### src/rtl/sky130io_gpio_pkg.sv
`default_nettype none
// ============================================================================
// Module      : sky130io_gpio_pkg
// Description : Shared types and constants for the gpiov2 bank controller.
// Revision    : 1.0 - initial release
// ============================================================================
package sky130io_gpio_pkg;

    typedef enum logic [2:0] {
        ST_OFF     = 3'd0,
        ST_PWRUP   = 3'd1,
        ST_RELEASE = 3'd2,
        ST_RUN     = 3'd3,
        ST_FREEZE  = 3'd4,
        ST_THAW    = 3'd5
    } gpio_state_t;

    localparam int CFG_W = 10;

    localparam int c_off_dm          = 0;
    localparam int c_off_slow        = 3;
    localparam int c_off_vtrip_sel   = 4;
    localparam int c_off_inp_dis     = 5;
    localparam int c_off_ib_mode_sel = 6;
    localparam int c_off_analog_en   = 7;
    localparam int c_off_analog_sel  = 8;
    localparam int c_off_analog_pol  = 9;

    // Input buffer disabled, everything else off.
    localparam logic [CFG_W-1:0] c_cfg_rst = 10'h020;

    function automatic int unsigned f_cnt_w(input int unsigned a, input int unsigned b);
        int unsigned m;
        m = (a > b) ? a : b;
        return (m < 1) ? 1 : $clog2(m + 1);
    endfunction

endpackage
`default_nettype wire

### src/rtl/sky130io_gpio_chan.sv
`default_nettype none
// ============================================================================
// Module      : sky130io_gpio_chan
// Description : One pad channel: config register, out/oe registers and
//               input synchroniser with inp_dis gating.
// Revision    : 1.0 - initial release
// ============================================================================
module sky130io_gpio_chan
    import sky130io_gpio_pkg::*;
(
    input  logic             clk,
    input  logic             rst,
    input  logic             i_cfg_we,
    input  logic [CFG_W-1:0] i_cfg_data,
    input  logic             i_core_out,
    input  logic             i_core_oe,
    input  logic             i_oe_pass,
    input  logic             i_pad_in,
    output logic [2:0]       o_dm,
    output logic             o_slow,
    output logic             o_vtrip_sel,
    output logic             o_inp_dis,
    output logic             o_ib_mode_sel,
    output logic             o_analog_en,
    output logic             o_analog_sel,
    output logic             o_analog_pol,
    output logic             o_pad_out,
    output logic             o_pad_oe_n,
    output logic             o_core_in
);

    logic [CFG_W-1:0] r_cfg;
    logic             r_out;
    logic             r_oe;
    logic             r_sync1;
    logic             r_sync2;

    always_ff @(posedge clk) begin
        if (rst) begin
            r_cfg   <= c_cfg_rst;
            r_out   <= 1'b0;
            r_oe    <= 1'b0;
            r_sync1 <= 1'b0;
            r_sync2 <= 1'b0;
        end else begin
            if (i_cfg_we) begin
                r_cfg <= i_cfg_data;
            end
            r_out   <= i_core_out;
            r_oe    <= i_core_oe;
            r_sync1 <= i_pad_in;
            r_sync2 <= r_sync1;
        end
    end

    assign o_dm          = r_cfg[c_off_dm +: 3];
    assign o_slow        = r_cfg[c_off_slow];
    assign o_vtrip_sel   = r_cfg[c_off_vtrip_sel];
    assign o_inp_dis     = r_cfg[c_off_inp_dis];
    assign o_ib_mode_sel = r_cfg[c_off_ib_mode_sel];
    assign o_analog_en   = r_cfg[c_off_analog_en];
    assign o_analog_sel  = r_cfg[c_off_analog_sel];
    assign o_analog_pol  = r_cfg[c_off_analog_pol];

    assign o_pad_out  = r_out;
    // Driver stays tristated until the sequencer lets the output through.
    assign o_pad_oe_n = ~(r_oe & i_oe_pass);
    assign o_core_in  = r_sync2 & ~o_inp_dis;

endmodule
`default_nettype wire

### src/rtl/sky130io_gpio_ctrl.sv
`default_nettype none
// ============================================================================
// Module      : sky130io_gpio_ctrl
// Description : gpiov2 bank controller: power-up/hold sequencer, config
//               write port and per-channel pad datapath.
// Revision    : 1.0 - initial release
// ============================================================================
module sky130io_gpio_ctrl
    import sky130io_gpio_pkg::*;
#(
    parameter int NCHAN     = 8,
    parameter int PGOOD_CYC = 16,
    parameter int HOLD_CYC  = 4,
    parameter int AW        = (NCHAN > 1) ? $clog2(NCHAN) : 1
) (
    input  logic               clk,
    input  logic               rst,
    input  logic               pgood,
    input  logic               freeze,
    input  logic               cfg_valid,
    output logic               cfg_ready,
    input  logic [AW-1:0]      cfg_addr,
    input  logic [CFG_W-1:0]   cfg_data,
    output logic               cfg_err,
    output logic               active,
    input  logic [NCHAN-1:0]   core_out,
    input  logic [NCHAN-1:0]   core_oe,
    output logic [NCHAN-1:0]   core_in,
    output logic               pad_enable_h,
    output logic               pad_enable_inp_h,
    output logic [NCHAN-1:0]   pad_hld_h_n,
    output logic [NCHAN-1:0]   pad_out,
    output logic [NCHAN-1:0]   pad_oe_n,
    output logic [NCHAN-1:0]   pad_slow,
    output logic [NCHAN-1:0]   pad_vtrip_sel,
    output logic [NCHAN-1:0]   pad_inp_dis,
    output logic [NCHAN-1:0]   pad_ib_mode_sel,
    output logic [NCHAN-1:0]   pad_analog_en,
    output logic [NCHAN-1:0]   pad_analog_sel,
    output logic [NCHAN-1:0]   pad_analog_pol,
    output logic [3*NCHAN-1:0] pad_dm,
    input  logic [NCHAN-1:0]   pad_in
);

    localparam int                 c_cnt_w     = f_cnt_w(PGOOD_CYC, HOLD_CYC);
    localparam logic [c_cnt_w-1:0] c_pg_last   = c_cnt_w'(PGOOD_CYC - 1);
    localparam logic [c_cnt_w-1:0] c_hold_last = c_cnt_w'(HOLD_CYC - 1);
    localparam logic [c_cnt_w-1:0] c_cnt_max   = {c_cnt_w{1'b1}};
    localparam int unsigned        c_nchan     = NCHAN;

    gpio_state_t        r_state;
    gpio_state_t        w_state_nxt;
    logic [c_cnt_w-1:0] r_cnt;
    logic [c_cnt_w-1:0] w_cnt_nxt;
    logic               r_active;
    logic               r_enable_h;
    logic               r_enable_inp_h;
    logic               r_oe_pass;
    logic               r_cfg_ready;
    logic               r_cfg_err;
    logic               w_cfg_fire;
    logic               w_addr_ok;
    logic               w_counting;

    always_comb begin
        w_state_nxt = r_state;
        case (r_state)
            ST_OFF:     if (pgood) w_state_nxt = ST_PWRUP;
            ST_PWRUP:   if (r_cnt == c_pg_last) w_state_nxt = ST_RELEASE;
            ST_RELEASE: if (r_cnt == c_hold_last) w_state_nxt = ST_RUN;
            ST_RUN:     if (freeze) w_state_nxt = ST_FREEZE;
            ST_FREEZE:  if (!freeze) w_state_nxt = ST_THAW;
            ST_THAW: begin
                if (freeze) begin
                    w_state_nxt = ST_FREEZE;
                end else if (r_cnt == c_hold_last) begin
                    w_state_nxt = ST_RUN;
                end
            end
            default:    w_state_nxt = ST_OFF;
        endcase
        // Supply loss overrides every other request.
        if (!pgood) begin
            w_state_nxt = ST_OFF;
        end
    end

    // Counter only runs while dwelling in a timed state; any entry reloads 0.
    assign w_counting = (w_state_nxt == r_state) &&
                        (r_state inside {ST_PWRUP, ST_RELEASE, ST_THAW});
    assign w_cnt_nxt  = !w_counting         ? '0 :
                        (r_cnt == c_cnt_max) ? r_cnt : r_cnt + 1'b1;

    assign w_cfg_fire = cfg_valid & r_cfg_ready;
    assign w_addr_ok  = (32'(cfg_addr) < c_nchan);

    always_ff @(posedge clk) begin
        if (rst) begin
            r_state        <= ST_OFF;
            r_cnt          <= '0;
            r_active       <= 1'b0;
            r_enable_h     <= 1'b0;
            r_enable_inp_h <= 1'b0;
            r_oe_pass      <= 1'b0;
            r_cfg_ready    <= 1'b1;
            r_cfg_err      <= 1'b0;
        end else begin
            r_state        <= w_state_nxt;
            r_cnt          <= w_cnt_nxt;
            r_active       <= (w_state_nxt == ST_RUN);
            r_enable_h     <= (w_state_nxt != ST_OFF);
            r_enable_inp_h <= (w_state_nxt inside {ST_RELEASE, ST_RUN, ST_FREEZE, ST_THAW});
            r_oe_pass      <= (w_state_nxt inside {ST_RUN, ST_FREEZE, ST_THAW});
            r_cfg_ready    <= (w_state_nxt inside {ST_OFF, ST_RUN, ST_FREEZE});
            if (w_cfg_fire && !w_addr_ok) begin
                r_cfg_err <= 1'b1;
            end
        end
    end

    assign active           = r_active;
    assign cfg_ready        = r_cfg_ready;
    assign cfg_err          = r_cfg_err;
    assign pad_enable_h     = r_enable_h;
    assign pad_enable_inp_h = r_enable_inp_h;
    // Pads are released from hold exactly when the bank is running.
    assign pad_hld_h_n      = {NCHAN{r_active}};

    generate
        for (genvar i = 0; i < NCHAN; i++) begin : g_chan
            logic w_we;
            assign w_we = w_cfg_fire && w_addr_ok && (cfg_addr == AW'(i));

            sky130io_gpio_chan u_chan (
                .clk           (clk),
                .rst           (rst),
                .i_cfg_we      (w_we),
                .i_cfg_data    (cfg_data),
                .i_core_out    (core_out[i]),
                .i_core_oe     (core_oe[i]),
                .i_oe_pass     (r_oe_pass),
                .i_pad_in      (pad_in[i]),
                .o_dm          (pad_dm[3*i +: 3]),
                .o_slow        (pad_slow[i]),
                .o_vtrip_sel   (pad_vtrip_sel[i]),
                .o_inp_dis     (pad_inp_dis[i]),
                .o_ib_mode_sel (pad_ib_mode_sel[i]),
                .o_analog_en   (pad_analog_en[i]),
                .o_analog_sel  (pad_analog_sel[i]),
                .o_analog_pol  (pad_analog_pol[i]),
                .o_pad_out     (pad_out[i]),
                .o_pad_oe_n    (pad_oe_n[i]),
                .o_core_in     (core_in[i])
            );
        end
    endgenerate

endmodule
`default_nettype wire
### config.mk
export PLATFORM = sky130hd
export DESIGN_NAME = sky130io_gpio_ctrl
export DESIGN_NICKNAME = d
export VERILOG_FILES = /design/src/rtl/sky130io_gpio_pkg.sv /design/src/rtl/sky130io_gpio_chan.sv /design/src/rtl/sky130io_gpio_ctrl.sv
export SDC_FILE = /design/constraint.sdc
export NUM_CORES = 1
export LEC_CHECK = 0
export BUFFER_PORTS_ARGS = -buffer_cell sky130_fd_sc_hd__buf_2
export CAP_MARGIN = 30
export CORE_ASPECT_RATIO = 1.2
export CORE_MARGIN = 10
export CORE_UTILIZATION = 50
export DETAILED_ROUTE_END_ITERATION = 7
export PLACE_DENSITY_LB_ADDON = 0.2
export REMOVE_ABC_BUFFERS = 1
export SETUP_SLACK_MARGIN = 0.05
export SLEW_MARGIN = 10
export SYNTH_ARGS = -nofsm -noshare
export SYNTH_HDL_FRONTEND = slang
export SYNTH_SLANG_ARGS = --single-unit
### constraint.sdc
create_clock -name clk -period 2.1 [get_ports clk]
set_clock_uncertainty 0.15 [all_clocks]
set_input_delay 0.525 -clock clk [delete_from_list [all_inputs] [get_ports clk]]
set_output_delay 0.525 -clock clk [all_outputs]
set_load 0.01 [all_outputs]
# Word level (Yosys, flattened, before mapping)
# Index checks and enable logic that the tools add are counted.
[classes]
addsub = 1
eq_ne = 20
muxes = 7
bitwise_logic = 34
reduce_logical = 18
[ops]
columns = ["op", "n"]
rows = [
  ["== test 3 bit, second input constant", 8],
  ["== test 3 x 2 -> 1 bit, second input constant", 6],
  ["2-to-1 mux 3 bit", 6],
  ["one-hot mux 3 bit (6 select lines)", 1],
  ["AND 1 bit", 17],
  ["inverter 1 bit", 17],
  ["nonzero test 3 bit", 4],
  ["logical AND 1 bit", 9],
  ["zero test 3 bit", 3],
  ["== test 3 x 1 -> 1 bit, second input constant", 2],
  ["adder 5 x 1 -> 5 bit, second input constant", 1],
  ["== test 5 x 2 -> 1 bit, second input constant", 1],
  ["== test 5 x 4 -> 1 bit, second input constant", 1],
  ["== test 5 bit, second input constant", 1],
  ["nonzero test 4 bit", 1],
  ["== test 3 bit", 1],
  ["OR reduction 2 bit", 1],
]
[word_totals]
ff_bits = 125
in_bits = 42
output_inout_bits = 117
elab_cells = 127

# Depth between registers and ports, before layout
# Gate-level depths: netlist (run 1).
[depth]
word_depth = 9
depth_mapped = 7
ltp_nobuf = 7

# Cells and area by module
# Synthesis (run 1) repeated with hierarchy kept, for this count alone.
[unflattened]
hier_cells = 427
hier_area_um2 = 4662.0
[by_module_without_submodules]
columns = ["mod", "instances", "cells_per_inst", "area_each_um2", "seq_area_each_um2"]
rows = [
  ["sky130io_gpio_chan", 8, 42, 481.7, 280.3],
  ["sky130io_gpio_ctrl", 1, 91, 808.3, 260.2],
]

# Worst setup path after synthesis (run 1)
# OpenSTA, ideal clock, no wires.
[synth_timing]
path_type = "register to register"
from = "register r_cnt[0]"
to = "register r_cnt[0]"
setup_ps = 78
arrival_ps = 1672
required_time_ps = 1872
slack_ps = 200
path_stages_with_launch = 8
path_buffers = 0
synth_period_minus_slack_ps = 1900
path_cell_list = "dfxtp_1 -> ha_1 -> and3_2 -> ha_1 -> mux2_1 -> o221ai_1 -> nand2b_1 -> nor3_1"
[synth_via]
elab_chain_cells = 9
elab_cells_between_ends = 13
classes_between = "1 x add/sub; 4 x eq/ne; 5 x mux; 1 x bitwise; 2 x reduce/logical"
[synth_lines]
columns = ["item", "line_no", "rtl"]
rows = [
  ["start, declared", "sky130io_gpio_ctrl.sv:53", "logic [c_cnt_w-1:0] r_cnt;"],
  ["start signal, assigned", "sky130io_gpio_ctrl.sv:109", "r_cnt <= w_cnt_nxt;"],
  ["== test 5 x 2 -> 1 bit", "sky130io_gpio_ctrl.sv:70, sky130io_gpio_ctrl.sv:76", ""],
  ["2-to-1 mux 3 bit", "sky130io_gpio_ctrl.sv:70, sky130io_gpio_ctrl.sv:76", ""],
  ["2-to-1 mux 3 bit", "sky130io_gpio_ctrl.sv:74", "if (freeze) begin"],
  ["one-hot mux 3 bit (6 select lines)", "sky130io_gpio_ctrl.sv:67", "case (r_state)"],
  ["2-to-1 mux 3 bit", "sky130io_gpio_ctrl.sv:83", "if (!pgood) begin"],
  ["== test 3 bit", "sky130io_gpio_ctrl.sv:89", "assign w_counting = (w_state_nxt == r_state) &&"],
  ["logical AND 1 bit", "sky130io_gpio_ctrl.sv:89", ""],
  ["inverter 1 bit (no source line)", "-", ""],
  ["OR reduction 2 bit (no source line)", "-", ""],
]
# Parallel ways exist; a longest one is shown, timed or not.
# A chain may end at the register's enable or synchronous reset.

# Worst setup path in the final report (run 1)
[layout_timing]
from = "register r_cnt[0]"
to = "register r_cnt[3]"
# Same word-level chain as after synthesis.

==> results of run 1 <==
state kept, by name, summed over array words and instances, names as in the netlist:
name / flops
cfg_ready: 1
g_chan.u_chan.o_pad_out: 8
g_chan.u_chan.r_oe: 8
g_chan.u_chan.r_sync2: 8
active: 1
r_oe_pass: 1
g_chan.u_chan.r_cfg: 80
r_state: 3
pad_enable_h: 1
r_cnt: 5
g_chan.u_chan.r_sync1: 8
pad_enable_inp_h: 1
where the power goes:
part,switching (mW),internal [mW]
Clock,0.994,2.28
Combinational,0.182,0.133
Sequential,0.0284,2.44
logic make-up after synthesis:
kind of cell | Yosys count | share of synthesized area (%)
multiplexers | 47 | 9.080
XOR/XNOR | 4 | 0.6745
buffers and inverters | 131 | 16.11
other | 1 | 0.07219
flip-flops | 125 | 48.17
adder cells (fa/ha/maj) | 3 | 0.7226
AO/OA/AOI/OAI | 51 | 6.262
AND/OR/NAND/NOR | 203 | 18.91
layer usage:
metal,vias to the layer above,share of wire [%],track usage [%]
li1,1866,-,-
met1,1757,40,16.61
met2,144,49,26.79
met3,11,11,8.379
met4,0,0.98,4.025
met5,-,0,0
final timing paths:
path                              endpoint
setup reg to reg                  r_cnt[3]
hold reg to reg   g_chan[7].u_chan.r_sync2
hold / removal       g_chan[1].u_chan.r_oe
setup / recovery                  r_cnt[3]
Yosys cell counts, drive strengths merged:
cell	number	area [µm²]
conb	1	3.750
ha	3	37.54
nand2	72	270.3
a221o	1	10.01
nor3	7	45.04
a211oi	3	27.52
a21oi	32	160.2
o22ai	1	12.51
a221oi	1	8.760
o21ai	5	28.77
and4	1	10.01
dfxtp	125	2502
nor2	56	210.2
nand2b	6	37.54
nand4b	1	8.760
mux2i	46	460.4
inv	8	30.03
xnor2	2	17.52
buf	97	709.4
a211o	5	43.79
a21bo	1	10.01
or3	2	12.51
o221ai	1	8.760
nand3b	6	45.04
and3	1	7.510
mux2	1	11.26
or2	2	12.51
nand3	1	5.000
a2111oi	1	15.01
nor4b	1	23.77
xor2	2	17.52
clkbuf	26	97.59
nor2b	47	294.0
what timing repair did:
| item | CTS | global route |
|---|---|---|
| setup endpoints to repair | 5 | 5 |
| hold buffers | 0 | 0 |
| pin swaps | 2 | 5 |
| cloned | 0 | 0 |
| buffers inserted | 0 | 2 |
| resized for setup | 2 | 5 |
layout make-up:
cell class              instances  area share, %
clock buffers                  20          7.383
flip-flops and latches        125          40.45
clock inverters                12          3.479
multi-input cells             309          30.60
well taps                     126          2.549
repair buffers                171          15.05
inverters                       8         0.4854
==> qor.txt, run 1 <==
P_leak - 2.726 nW
Total Routed Length - 12.16 mm
Die Ht - 131.7 µm
drt wl/cell - 15.78 µm
launch point of the worst reg-to-reg path - r_cnt[0]
initial antenna violation count - 0
Slew HR - 65.79%
crit path buf inv count - 0
status - finished, final reports clean
clk root buf - clkbuf_16
PwrDens - 978.8 nW/µm²
gpl congestion - 0.8419
leading cell type in the layout, fill and taps excluded - buf_2
Final setup viols - 0
Netlist cell types - 39
slowest cell on the critical path - dfxtp_1
CP top delay family - simple AND/OR/NAND/NOR gates
first-pass GRT wire length - 19.18 mm
I/O Buffers - 157
post-place setup slack - -0.01596 ns
Post-Layout Cell Count - 771
worst-margin pin slew - 0.5125 ns
WHS - 0.1784 ns
Tcrit/Tclk final - 94.41%
First DRT Iteration DRCs - 165
final slew viol count - 0
H-tree depth - 4
hpwl dp - 8.918 mm
clk slew on worst S/H paths - 0.05 ns
CP dominant cell by count - ha_2
total grt overflow - 0
maximum vdd drop - 0.5127 mV
CP peak stage delay - 0.33 ns
Mapped Area - 5195 µm²
Tmin final - 1.983 ns
Hold Startpoint - core_oe[1]
R2R setup slack - 0.12 ns
Syn Area/Cell - 9.195 µm²
Final TNS setup - 0 ns
final hold violation count - 0
critical path peak fanout - 5
max frequency - 504.4 MHz
crit path kind - reg2reg
RSZ-0062 raised after global routing - no
layout overhead on the synthesized area - 19.08%
max-cap viol count - 0
pin count of the biggest net entering global routing - 55
Post-DRT Antenna Nets - 0
hold path depth - 2
synth warn - 0
total number of vias - 3778
Setup WS post-layout - 0.1173 ns
CTS tree - done
# IOs - 159
GRT Overall Usage - 15.79%
register area - 2502 µm²
vias in the first global route - 3752
diode count - 0
Final nets - 677
CP Cell Sequence - ha_2, and3_2, ha_2, mux2_1, o221ai_2, nand2b_4, nor3_4
share of layout cells above drive strength 1 - 34.26%
Num CTS Buffers - 17
Yosys reg bits - 125
drt drc - 0
CP endpoint kind - register
Syn Inst Count - 565
Multi-input gate area - 1893 µm²
clock latency on the worst-skew pair - 0.40 ns
number of fill cells in the layout - 928
Area after DPL - 5464 µm²
CTS sink count - 125
Min-Delay Path Class - in2reg
clk buf depth - 2
cell row count - 40
fin area - 6186 µm²
most frequent cells in the layout - buf_2, dfxtp_1, nand2_1
drt via density - 4.900
full die area - 14880 µm²
core area - 10110 µm²
Crit path required time - 2.27 ns
post-synthesis sequential area ratio - 48.17%
CP Data Arrival Time - 2.15 ns
placed cell count - 737
die width - 113.1 µm
CP Depth - 7
Setup crit start kind - register
Worst setup startpoint - r_cnt[0]
FF-to-FF path depth - 7
Initial Utilization - 51.39%
first-pass iteration count of the detailed router - 4
Tot Pwr - 6.055 mW
Util after Layout - 61.19%
Power figures use the tool's default switching activity.
==> run 2, diff against run 1 <==
ABC_AREA = 1   (was not set)
==> qor.txt, run 2 <==
status - finished, final reports clean
CP peak stage delay - 0.36 ns (+0.03 ns)
GRT Overall Usage - 17.23% (+1.4 points)
First DRT Iteration DRCs - 345 (+110%)
Crit path required time - 2.29 ns (+0.02 ns)
slowest cell on the critical path - dfxtp_2
Most used DFF post-synth - dfxtp_1
Syn Inst Count - 687 (+22%)
clock latency on the worst-skew pair - 0.41 ns (about the same)
total grt overflow - 0 (unchanged)
Post-DRT Antenna Nets - 0 (unchanged)
I/O Buffers - 157 (unchanged)
pin count of the biggest net entering global routing - 35 (-36%)
Post-synth EDFFs - 0 (unchanged)
Syn Area/Cell - 7.500 µm² (-18%)
die width - 112.7 µm (-0.34%)
post-synthesis sequential area ratio - 48.57% (+0.40 points)
Yosys reg bits - 125 (unchanged)
Initial Utilization - 51.22% (-0.17 points)
vias in the first global route - 4232 (+13%)
CP endpoint kind - register
max frequency - 528.1 MHz (+4.7%)
# hold bufs at CTS - 0 (unchanged)
final slew viol count - 0 (unchanged)
maximum vdd drop - 0.5139 mV (+0.24%)
leading cell type in the layout, fill and taps excluded - nor2_1
cell with the most instances after synthesis - nor2_1
drt drc - 0 (unchanged)
layout overhead on the synthesized area - 16.76%
Mapped Area - 5152 µm² (-0.82%)
Final setup viols - 0 (unchanged)
Tcrit/Tclk final - 90.17% (-4.2 points)
Final TNS setup - 0 ns (unchanged)
Die Ht - 131.2 µm (-0.35%)
largest area contributor in the synthesized netlist - dfxtp_1
first-pass GRT wire length - 21.00 mm (+9.5%)
CP Data Arrival Time - 2.09 ns (-0.06 ns)
max FFs per register - 80 (unchanged)
clk buf depth - 2 (unchanged)
setup repair bufs after CTS - 0 (unchanged)
drt wl/cell - 14.75 µm (-6.5%)
first-pass iteration count of the detailed router - 5 (+1)
gpl congestion - 0.8180 (-2.8%)
area share of the largest cell type after synthesis - 48.57% (+0.40 points)
CTS tree - done
initial antenna violation count - 0 (unchanged)
drt via density - 4.781 (-2.4%)
P_leak - 3.161 nW (+16%)
crit path kind - reg2reg
critical path peak fanout - 5 (unchanged)
Synth top cells by count - nor2_1, dfxtp_1, buf_4
most frequent cells in the layout - nor2_1, buf_2, dfxtp_1
Area after DPL - 5434 µm² (-0.55%)
Num CTS Buffers - 17 (unchanged)
full die area - 14780 µm² (-0.68%)
total number of vias - 4265 (+13%)
max-cap viol count - 0 (unchanged)
# IOs - 159 (unchanged)
Tmin final - 1.893 ns (-0.08921 ns)
largest cells by area after synthesis - dfxtp_1, nor2_1, buf_4
hpwl dp - 9.636 mm (+8.1%)
RSZ-0062 raised after global routing - no
final hold violation count - 0 (unchanged)
Synth async-reset ratio - 0% (unchanged)
Min-Delay Path Class - in2reg
synth warn - 0 (unchanged)
PwrDens - 936.6 nW/µm² (-4.3%)
clk slew on worst S/H paths - 0.06 ns (about the same)
cell row count - 40 (unchanged)
CTS sink count - 125 (unchanged)
CP Cell Sequence - ha_2, inv_1, nor3_4, ha_2, nand4_1, nand3_2, nand2_2, nand2_1, nand2_1, nor2_2, nand2_2, nor2_1
H-tree depth - 4 (unchanged)
Total Routed Length - 13.15 mm (+8.1%)
diode count - 0 (unchanged)
fin area - 6016 µm² (-2.8%)
number of fill cells in the layout - 948 (+2.2%)
clk root buf - clkbuf_16
Final nets - 801 (+18%)
core area - 10060 µm² (-0.50%)
Netlist cell types - 24 (-38%)
Setup crit start kind - register
Largest Register - g_chan.u_chan.r_cfg
share of layout cells above drive strength 1 - 28.46% (-5.8 points)
## run 2: cell count changes after synthesis, sizes merged, moves of 5 or more
| cell | previous run | this run |
|---|---|---|
| nand3b | 6 | 0 |
| inv | 8 | 56 |
| clkbuf | 26 | 20 |
| nand2 | 72 | 55 |
| nor2b | 47 | 0 |
| nor3 | 7 | 2 |
| nand2b | 6 | 0 |
| clkinv | 0 | 8 |
| a211o | 5 | 0 |
| nand3 | 1 | 17 |
| nor2 | 56 | 213 |
| a21oi | 32 | 3 |
| o21ai | 5 | 75 |
| mux2i | 46 | 1 |
## run 2: layer usage
layer	global-route usage, %	routed length [µm]	vias up	part of all wire, %
li1	-	-	2142	-
met1	20.30	5527	1924	42
met2	26.82	6028	188	46
met3	8.515	1462	11	11
met4	5.155	136	0	1.0
met5	0	0	-	0
## run 2: logic make-up (layout without fill, tap and decap cells)
| logic type | after synthesis | in the layout | synth area share [%] |
|---|---|---|---|
| other | 1 | 1 | 0.07278 |
| AOI/OAI and AO/OA | 80 | 80 | 7.819 |
| buffers and inverters | 184 | 263 | 19.89 |
| DFF | 125 | 125 | 48.57 |
| and+or+nand+nor | 290 | 290 | 22.22 |
| muxes | 1 | 1 | 0.1943 |
| xor gates and xnor gates | 3 | 3 | 0.5100 |
| adders and majority gates | 3 | 3 | 0.7286 |
## run 2: repair_timing
item	CTS	global route
endpoints found under the setup margin	0	8
resized for setup	0	6
endpoints found under the hold margin	0	0
## run 2: area by class of cell
type,count,area (µm²),share of cell area [%]
well taps,126,157.7,2.621
repair buffers,170,908.4,15.10
multi-input cells,378,1642,27.29
clock buffers,21,470.5,7.820
clock inverters,8,92.59,1.539
inverters,64,240.2,3.993
flip-flops and latches,125,2505,41.64
## run 2: power by group
group	internal, mW	switching (mW)
registers	2.46	0.0375
clock network	1.81	0.981
logic	0.129	0.222
total	4.39	1.24
## run 2: final timing paths
| kind | startpoint | to | slack, ns | cells after the start |
|---|---|---|---|---|
| hold / removal | pad_in[4] | g_chan[4].u_chan.r_sync1 | 0.16 | 3 |
| setup reg to reg | r_cnt[0] | r_cnt[2] | 0.21 | 12 |
| hold reg to reg | g_chan[1].u_chan.r_sync1 | g_chan[1].u_chan.r_sync2 | 0.25 | 2 |
| setup / recovery | r_cnt[0] | r_cnt[2] | 0.21 | 12 |
## run 2: worst max-delay path: cells and delay by family, from the launching register on
family	cells	cell delay [ns]
adder cells (fa/ha/maj)	2	0.42
AND/OR/NAND/NOR	9	0.83
buffers and inverters	1	0.08
flip-flops	1	0.36
## run 2: per-stage QoR
| stage | setup slack (ns) | std cells | hold slack, ns | util [%] | total power [mW] |
|---|---|---|---|---|---|
| finish | 0.2065 | 892 | 0.1607 | 59.80 | 5.635 |
| global route | 0.02257 | 892 | 0.1595 | 59.80 | 5.826 |
| CTS | 0.06678 | 892 | 0.1505 | 59.61 | 5.675 |
| detailed placement | 0.08459 | 863 | 0.2457 | 54.02 | 2.898 |
| global placement | 0.1626 | 863 | 0.2392 | 54.02 | 2.889 |
| floorplan | 0.2261 | 567 | 0.2383 | - | 2.689 |
==> run 3, diff against run 2 <==
CORE_UTILIZATION = 46   (was 50)
clock period = 1.65 ns   (was 2.1 ns; I/O delays follow)
==> qor.txt, run 3 (synthesis gave the netlist of run 2 again) <==
final slew viol count - 0 (unchanged)
H-tree depth - 4 (unchanged)
First DRT Iteration DRCs - 275 (-20%)
fin area - 6292 µm² (+4.6%)
first-pass GRT wire length - 21.18 mm (+0.89%)
Min-Delay Path Class - in2reg
crit path buf inv count - 2 (+1)
drt drc - 0 (unchanged)
total grt overflow - 0 (unchanged)
net switching power - 1.641 mW (+32%)
final hold violation count - 0 (unchanged)
CP Cell Sequence - ha_4, inv_4, nor3_4, ha_2, nand4_1, nand3_2, nand2_4, buf_12, nor2_4, nand2_2, o21ai_1
cell row count - 42 (+5.0%)
CP endpoint kind - register
Final setup viols - 11 (+11)
clk slew on worst S/H paths - 0.06 ns (about the same)
CTS sink count - 125 (unchanged)
share of layout cells above drive strength 1 - 33.85% (+5.4 points)
slowest cell on the critical path - dfxtp_2
I/O Buffers - 157 (unchanged)
violated checks - negative setup slack
clk root buf - clkbuf_16
diode count - 0 (unchanged)
crit path kind - reg2reg
most frequent cells in the layout - nor2_1, buf_2, dfxtp_1
full die area - 15850 µm² (+7.2%)
first-pass iteration count of the detailed router - 4 (-1)
GRT Overall Usage - 17.06% (-0.18 points)
clock latency on the worst-skew pair - 0.40 ns (about the same)
placed cell count - 878 (+1.7%)
sw frac - 22.43% (+0.42 points)
Tcrit/Tclk final - 109.4% (+19 points)
Seq pwr share - 43.4% (-0.9 points)
status - finished, violations left
CP Data Arrival Time - 1.99 ns (-0.10 ns)
Clk pwr share - 50.3% (+0.8 points)
post-place setup slack - -0.2591 ns (-0.3437 ns)
Setup WS post-layout - -0.1546 ns (-0.3611 ns)
CP peak stage delay - 0.35 ns (about the same)
max frequency - 554.1 MHz (+4.9%)
max-cap viol count - 0 (unchanged)
Tmin final - 1.805 ns (-0.08890 ns)
hpwl dp - 9.792 mm (+1.6%)
core area - 10980 µm² (+9.2%)
vias in the first global route - 4220 (-0.28%)
Final nets - 812 (+1.4%)
CTS tree - done
WHS - 0.05128 ns (-0.1094 ns)
critical path peak fanout - 3 (-2)
total number of vias - 4276 (+0.26%)
PwrDens - 1163 nW/µm² (+24%)
Area after DPL - 5497 µm² (+1.2%)
Initial Utilization - 46.91% (-4.3 points)
Tot Pwr - 7.318 mW (+30%)
Num CTS Buffers - 17 (unchanged)
layout overhead on the synthesized area - 22.12%
CP top delay family - simple AND/OR/NAND/NOR gates
drt via density - 4.689 (-1.9%)
clk buf depth - 2 (unchanged)
P_leak - 3.279 nW (+3.7%)
maximum vdd drop - 0.7138 mV (+39%)
RSZ-0062 raised after global routing - yes
initial antenna violation count - 0 (unchanged)
max FFs per register - 80 (unchanged)
die width - 116.6 µm (+3.5%)
drt wl/cell - 15.04 µm (+2.0%)
Crit path required time - 1.83 ns (-0.46 ns)
pin count of the biggest net entering global routing - 58 (+66%)
Int Power - 5.676 mW (+29%)
Total Routed Length - 13.71 mm (+4.3%)
Post-Layout Cell Count - 912 (+2.2%)
# IOs - 159 (unchanged)
Gate power share - 6.3% (about the same)
Die Ht - 135.9 µm (+3.6%)
Largest Register - g_chan.u_chan.r_cfg
Setup crit start kind - register
Post-DRT Antenna Nets - 0 (unchanged)
gpl congestion - 0.8553 (+4.6%)
leading cell type in the layout, fill and taps excluded - nor2_1
-- run 3: power groups by stage --
stage / clock [mW] / combinational (mW) / sequential, mW
after floorplan: 0 / 0.154 / 3.27
after global placement: 0 / 0.443 / 3.24
after detailed placement: 0 / 0.453 / 3.24
after CTS: 3.74 / 0.457 / 3.18
after global routing: 3.88 / 0.517 / 3.19
final: 3.68 / 0.461 / 3.18
-- run 3: per-layer routing --
metal,wire [µm],track usage (%),vias up
met5,0,0,-
met4,150,4.952,0
met3,1538,8.333,17
met2,6327,27.54,169
met1,5697,19.51,1925
li1,-,-,2165
-- run 3: what timing repair did --
action,in CTS,in global routing
endpoints found under the setup margin,30,101
resized for setup,17,39
setup buffers,2,0
pin swaps,4,6
hold buffers,0,0
-- run 3: cell type report --
type / count / area, µm²
multi-input cells: 378 / 1720
fillers: 1036 / 4691
clock buffers: 23 / 488.0
clock inverters: 9 / 110.1
flip-flops and latches: 125 / 2514
repair buffers: 181 / 1039
well taps: 132 / 165.2
inverters: 64 / 256.5
-- run 3: metrics by stage --
step | util [%] | setup TNS, ns
floorplan | - | -9.084
global placement | 50.05 | -1.481
detailed placement | 50.05 | -2.694
CTS | 56.21 | -1.094
global route | 57.29 | -2.475
finish | 57.29 | -1.353
-- run 3: worst reg2reg max path, delay by kind of cell, from the launching register on --
family                     cells  cell delay [ns]
AOI/OAI and AO/OA              1             0.07
buffers and inverters          2             0.17
adders and majority gates      2             0.37
DFF                            1             0.35
and+or+nand+nor                6             0.62
-- run 3: worst paths after layout --
path	endpoint	slack (ns)	start	cells after the start
max reg2reg	r_oe_pass	-0.15	r_cnt[0]	11
max	r_oe_pass	-0.15	r_cnt[0]	11
min	g_chan[0].u_chan.o_pad_out	0.05	core_out[0]	3
min reg2reg	g_chan[6].u_chan.r_sync2	0.25	g_chan[6].u_chan.r_sync1	2
